$ cat src/rtl/ddr_req_arbiter_pkg.sv
// Shared definitions for the DDR burst-port arbiter: requester indices, FSM states and helpers.
package ddr_req_arbiter_pkg;

    localparam int ARB_NUM_REQ = 4;

    localparam logic [1:0] REQ_ISA_RD  = 2'd0;
    localparam logic [1:0] REQ_DATA_RD = 2'd1;
    localparam logic [1:0] REQ_JMP_RD  = 2'd2;
    localparam logic [1:0] REQ_STORE   = 2'd3;

    typedef enum logic [1:0] {
        ARB_IDLE  = 2'd0,
        ARB_ISSUE = 2'd1,
        ARB_BUSY  = 2'd2,
        ARB_DONE  = 2'd3
    } arb_state_t;

    function automatic logic is_write(input logic [1:0] idx);
        return idx == REQ_STORE;
    endfunction

endpackage

$ cat src/rtl/ddr_arb_pick.sv
// Combinational winner select. The search visits ptr+base(k) for k=0..3, where base is either
// the fixed priority order (STORE, DATA_RD, JMP_RD, ISA_RD) or a plain rotation for round-robin.
module ddr_arb_pick
    import ddr_req_arbiter_pkg::*;
#(
    parameter bit ROUND_ROBIN = 1'b0
) (
    input  logic [ARB_NUM_REQ-1:0] req,
    input  logic [1:0]             ptr,
    output logic [ARB_NUM_REQ-1:0] onehot,
    output logic [1:0]             idx,
    output logic                   any
);

    function automatic logic [1:0] search_base(input int k);
        if (ROUND_ROBIN) return 2'(k);
        case (k)
            0:       return REQ_STORE;
            1:       return REQ_DATA_RD;
            2:       return REQ_JMP_RD;
            default: return REQ_ISA_RD;
        endcase
    endfunction

    logic [1:0] cand;

    always_comb begin
        onehot = '0;
        idx    = '0;
        any    = 1'b0;
        cand   = '0;
        for (int k = 0; k < ARB_NUM_REQ; k++) begin
            cand = ptr + search_base(k);
            if (!any && req[cand]) begin
                any = 1'b1;
                idx = cand;
            end
        end
        if (any) onehot[idx] = 1'b1;
    end

endmodule

$ cat src/rtl/ddr_req_arbiter.sv
// Four-way arbiter for the single DDR burst port; one burst granted at a time until its finish.
// Define ARB_ROUND_ROBIN_EN for round-robin arbitration; default is fixed priority (STORE first).
module ddr_req_arbiter
    import ddr_req_arbiter_pkg::*;
#(
    parameter int DDR_ADDR_WIDTH = 28,
    parameter int LEN_WIDTH      = 10,
    parameter int NUM_REQ        = 4
) (
    input  logic                               mem_clk,
    input  logic                               rst,
    input  logic                               ddr_rdy,
    input  logic [NUM_REQ-1:0]                 req,
    input  logic [NUM_REQ*DDR_ADDR_WIDTH-1:0]  req_addr,
    input  logic [NUM_REQ*LEN_WIDTH-1:0]       req_len,
    output logic [NUM_REQ-1:0]                 gnt,
    output logic [NUM_REQ-1:0]                 done,
    output logic [NUM_REQ-1:0]                 rd_valid,
    output logic                               wr_data_req,
    output logic                               busy,
    output logic                               rd_burst_req,
    output logic                               wr_burst_req,
    output logic [DDR_ADDR_WIDTH-1:0]          rd_burst_addr,
    output logic [DDR_ADDR_WIDTH-1:0]          wr_burst_addr,
    output logic [LEN_WIDTH-1:0]               rd_burst_len,
    output logic [LEN_WIDTH-1:0]               wr_burst_len,
    input  logic                               rd_burst_data_valid,
    input  logic                               wr_burst_data_req,
    input  logic                               rd_burst_finish,
    input  logic                               wr_burst_finish
);

    arb_state_t                state, state_nxt;
    logic [1:0]                win_idx;
    logic [NUM_REQ-1:0]        win_onehot;
    logic [DDR_ADDR_WIDTH-1:0] win_addr;
    logic [LEN_WIDTH-1:0]      win_len;

    logic [NUM_REQ-1:0]        pick_onehot;
    logic [1:0]                pick_idx;
    logic                      pick_any;
    logic                      arb_take;
    logic                      win_wr;
    logic                      burst_on;
    logic [1:0]                ptr;

`ifdef ARB_ROUND_ROBIN_EN
    localparam bit RR = 1'b1;

    always_ff @(posedge mem_clk) begin
        if (rst)                    ptr <= '0;
        else if (state == ARB_DONE) ptr <= win_idx + 2'd1;
    end
`else
    localparam bit RR = 1'b0;

    assign ptr = '0;
`endif

    ddr_arb_pick #(.ROUND_ROBIN(RR)) u_pick (
        .req    (req),
        .ptr    (ptr),
        .onehot (pick_onehot),
        .idx    (pick_idx),
        .any    (pick_any)
    );

    assign arb_take = (state == ARB_IDLE) && ddr_rdy && pick_any;
    assign win_wr   = is_write(win_idx);

    always_ff @(posedge mem_clk) begin
        if (rst) begin
            state      <= ARB_IDLE;
            win_idx    <= '0;
            win_onehot <= '0;
        end else begin
            state <= state_nxt;
            if (arb_take) begin
                win_idx    <= pick_idx;
                win_onehot <= pick_onehot;
            end
        end
    end

    // Address/length are burst payload; outputs are gated by the burst request so they read 0 when idle.
    always_ff @(posedge mem_clk) begin
        if (arb_take) begin
            win_addr <= req_addr[int'(pick_idx)*DDR_ADDR_WIDTH +: DDR_ADDR_WIDTH];
            win_len  <= req_len[int'(pick_idx)*LEN_WIDTH +: LEN_WIDTH];
        end
    end

    always_comb begin
        state_nxt = state;
        case (state)
            ARB_IDLE:  if (arb_take) state_nxt = ARB_ISSUE;
            ARB_ISSUE: state_nxt = (win_len == '0) ? ARB_DONE : ARB_BUSY;
            ARB_BUSY:  if (win_wr ? wr_burst_finish : rd_burst_finish) state_nxt = ARB_DONE;
            ARB_DONE:  state_nxt = ARB_IDLE;
            default:   state_nxt = ARB_IDLE;
        endcase
    end

    // A zero-length grant never reaches the DDR controller.
    assign burst_on = ((state == ARB_ISSUE) || (state == ARB_BUSY)) && (win_len != '0);

    assign rd_burst_req  = burst_on && !win_wr;
    assign wr_burst_req  = burst_on && win_wr;
    assign rd_burst_addr = rd_burst_req ? win_addr : '0;
    assign rd_burst_len  = rd_burst_req ? win_len  : '0;
    assign wr_burst_addr = wr_burst_req ? win_addr : '0;
    assign wr_burst_len  = wr_burst_req ? win_len  : '0;

    assign gnt  = ((state == ARB_ISSUE) || (state == ARB_BUSY)) ? win_onehot : '0;
    assign done = (state == ARB_DONE) ? win_onehot : '0;
    assign busy = (state != ARB_IDLE);

    assign rd_valid    = (state == ARB_BUSY && !win_wr && rd_burst_data_valid) ? win_onehot : '0;
    assign wr_data_req = (state == ARB_BUSY) && win_wr && wr_burst_data_req;

endmodule

$ cat config.mk
export PLATFORM = sky130hd
export DESIGN_NAME = ddr_req_arbiter
export DESIGN_NICKNAME = d
export VERILOG_FILES = /design/src/rtl/ddr_req_arbiter_pkg.sv /design/src/rtl/ddr_arb_pick.sv /design/src/rtl/ddr_req_arbiter.sv
export SDC_FILE = /design/constraint.sdc
export NUM_CORES = 1
export LEC_CHECK = 0
export ABC_AREA = 1
export CAP_MARGIN = 0
export CORE_ASPECT_RATIO = 0.8
export CORE_MARGIN = 4
export CORE_UTILIZATION = 37
export CTS_BUF_LIST = sky130_fd_sc_hd__clkbuf_16
export DETAILED_ROUTE_END_ITERATION = 12
export GPL_TIMING_DRIVEN = 0
export PLACE_DENSITY_LB_ADDON = 0.15
export SLEW_MARGIN = 20
export SYNTH_ARGS = -nofsm -noshare
export SYNTH_HDL_FRONTEND = slang
export SYNTH_SLANG_ARGS = --single-unit
$ cat constraint.sdc
create_clock -name mem_clk -period 3.6 [get_ports mem_clk]
set_input_delay 0.54 -clock mem_clk [delete_from_list [all_inputs] [get_ports mem_clk]]
set_output_delay 0.54 -clock mem_clk [all_outputs]
set_load 0.05 [all_outputs]
==> reports/metrics.cfg <==
[pwr]
power.internal_mw = 1.671
static_leak_nw = 2.505
clock_power_share = 0.138
ir_drop_mv = 0.3301
power.share.combinational = 0.621
powerDensity_mw_per_mm2 = 533.3
switching_power_share_of_the_total = 0.4845
pwr-share-seq = 0.241
switchingPower_mw = 1.571

[hold_path]
min_to = win_idx[0]$_SDFFE_PP0P_
min_from = win_idx[0]$_SDFFE_PP0P_
hold-path-cell-count = 2
hp-class = flop to flop

[yosys]
synth_top_cell_by_area = sky130_fd_sc_hd__edfxtp_1
yosysWarnings = 0
synth_seq_cells = 46
cells_after_synthesis = 438
synthesis.area_per_instance_um2 = 7.416
synth_commonest_cells = sky130_fd_sc_hd__nor2_1, sky130_fd_sc_hd__inv_1, sky130_fd_sc_hd__nand2_1, sky130_fd_sc_hd__edfxtp_1, sky130_fd_sc_hd__o21ai_1
async_reset_ff_frac = 0
synth-seq-area-share = 0.4006
synth_edf_count = 38
synth.lib_cells_used.distinct = 32
post-synth-top-area-fraction = 0.3513
synth_most_common_cell = sky130_fd_sc_hd__nor2_1
post_synth_instance_area_mm2 = 0.003248
postSynth.topFlopCell = sky130_fd_sc_hd__edfxtp_1
synth.net_count = 606
synth_top_cells_by_area = sky130_fd_sc_hd__edfxtp_1, sky130_fd_sc_hd__nor2_1, sky130_fd_sc_hd__inv_1

[final_layout]
sequential_cell_area_mm2 = 0.001301
final_nets = 867
antenna_cells = 0
post_route_cells_drive_above_1_share = 0.06429
fillers = 695
multi_input_comb_area_mm2 = 0.001535
area_growth_syn_to_fin_pct = 87.13

[placement]
placement.io_buffers = 253
hpwl_um = 11690
place_ws_ps = 612.5
gp_congestion = 0.8858

[critical_path]
cp_data_required_time_ps = 3060
peak_per_stage_delay_on_the_critical_path_ps = 830
cp-start-kind = flop
path_max_fanout = 10
worst_setup_path_end_kind = primary output
number_of_cells_traversed_by_the_worst_register_to_register_path = 7
criticalPathCategory = flop to primary output
worstReg2RegStart = state[1]$_SDFFE_PP0P_
cpMaxStageDelayCell = sky130_fd_sc_hd__clkdlybuf4s50_1
crit_path_frequent_cell = sky130_fd_sc_hd__buf_4
timing.critical_path.cells = inv_1, ha_1, nand3_1, buf_4, buf_4, nor2_1, clkdlybuf4s50_1
reg2reg_setup_slack_ps = 1800
critical_path.reg2reg.endpoint = win_addr[14]$_DFFE_PP_
cp_data_arrival_time_ps = 2770

[sta]
worst_clock_skew_ps = 7.677
timing.final.ws_setup_ps = 288.5
finalCriticalPeriod_ps = 3311
slew_headroom = 0.4601
post-route-period-util = 0.9199
maxClockFrequency_mhz = 302.0
total_setup_violations_reported_at_the_end_of_the_flow = 0
fin_tns_setup_ps = 0
finalHoldViolCount = 0
grt_setup_unrepaired = no
final_max_slew_viol_count = 0
max_slew.worst_pin.slew_ps = 806.9

[cts]
cts_hold_buf = 0
cts_htree_levels = 2
numCtsBuffers = 5
clk_latency_ps = 280
cts_tree = built
post_cts_repair_resize_count = 0
max-clock-path-buffers = 2
clockRootBuffer = sky130_fd_sc_hd__clkbuf_16
cts_sinks = 46
clk_transition_reported_paths_ps = 70
cts_setup_buffers = 0

[floorplanning]
die_h_um = 91.80
design.die.area_mm2 = 0.01035
floorplan.initialDensity = 0.3812
rows = 30
core_region_area_mm2 = 0.008521
design.portCount = 255
chipWidth_um = 112.8

[grt]
antenna_found_initial = 0
globalRouteTotalUtil = 0.2667
grt_remaining_overflow = 0
first_pass_grt_wire_length_um = 21760
grt_pass1_vias = 4179
grt_start_max_net_pins = 36

[routing]
drt_iter0_markers = 167
postRouteWirelength_um = 14410
vias = 4097
drt-wirelength-per-cell_um = 17.75
detailed_router_iteration_count_before_antenna_repair = 7
drc = 0
drt-vias-per-instance = 5.046
number_of_antenna_violating_nets_in_the_routed_design = 0

[job]
cap_viol_max_count = 0

[status]
result_of_the_run = finished clean

[routing by layer]
layer,share of wire,vias up,GRT usage
met4,0.023,0,0.07307
met5,0,-,0
met3,0.089,24,0.07520
met2,0.50,204,0.4906
met1,0.38,1903,0.3002
li1,-,1966,-
[through the flow]
stage	util	power (mW)	hold WS [ps]	instances	instance area, um2
floorplan	-	2.027	433.7	438	3248
global placement	0.6949	2.760	449.9	803	5921
detailed placement	0.6972	2.804	461.2	804	5941
CTS	0.7134	3.248	470.6	812	6078
global route	0.7134	3.391	490.0	812	6078
finish	0.7134	3.241	471.6	812	6078
[worst max-delay path by stage]
stage | from | end | depth (start not counted)
after global placement | req[2] | win_addr[20]$_DFFE_PP_ | 5
final | state[0]$_SDFFE_PP0P_ | wr_burst_len[2] | 7
after CTS | state[0]$_SDFFE_PP0P_ | wr_burst_len[2] | 7
after global routing | state[0]$_SDFFE_PP0P_ | rd_burst_len[4] | 7
after detailed placement | state[0]$_SDFFE_PP0P_ | wr_burst_len[2] | 7
after floorplan | state[0]$_SDFFE_PP0P_ | rd_burst_len[0] | 6
[logic make-up (layout without fill, tap and decap cells)]
group           Yosys count  in the layout  share of synthesized area
compound gates          103            103                     0.1953
fa+ha+maj                 5              5                    0.01926
buf+inv                  90            352                     0.1267
flops                    46             46                     0.4006
simple gates            194            194                     0.2581
[power groups by stage]
stage	clock network, mW	registers (mW)	logic, mW
CTS	0.449	0.780	2.02
floorplan	0	0.782	1.24
global placement	0	0.793	1.97
finish	0.446	0.781	2.01
global route	0.474	0.793	2.12
detailed placement	0	0.791	2.01
[final cells by class]
cell class | count | area share
plain buffers | 26 | 0.02779
clock buffers | 5 | 0.02058
clock inverters | 3 | 0.002058
inverters | 64 | 0.03993
multi-input cells | 302 | 0.2526
flip-flops and latches | 46 | 0.2141
well taps | 112 | 0.02305
repair buffers | 254 | 0.4199
[state kept, by name, summed over array words and instances, names as in the netlist]
register	cells
state	2
win_idx	2
win_onehot	4
win_addr	28
win_len	10
[cell usage in the layout (no fill, tap or decap), types with 7 or more instances in the layout]
master,netlist,routed
sky130_fd_sc_hd__a22oi_1,28,28
sky130_fd_sc_hd__buf_2,12,12
sky130_fd_sc_hd__buf_4,7,7
sky130_fd_sc_hd__clkdlybuf4s50_1,0,253
sky130_fd_sc_hd__dfxtp_1,8,8
sky130_fd_sc_hd__edfxtp_1,38,38
sky130_fd_sc_hd__inv_1,61,61
sky130_fd_sc_hd__nand2_1,47,47
sky130_fd_sc_hd__nand4_1,8,8
sky130_fd_sc_hd__nor2_1,124,124
sky130_fd_sc_hd__o21ai_0,17,17
sky130_fd_sc_hd__o21ai_1,37,37
sky130_fd_sc_hd__o31ai_1,7,7
[critical path, delay by kind of cell (launching register included)]
kind	cells	cell delay, ps
and+or+nand+nor	2	290
adders and majority gates	1	430
DFF	1	420
buffers and inverters	4	1340
No activity file was read; power rests on OpenSTA's default activity.
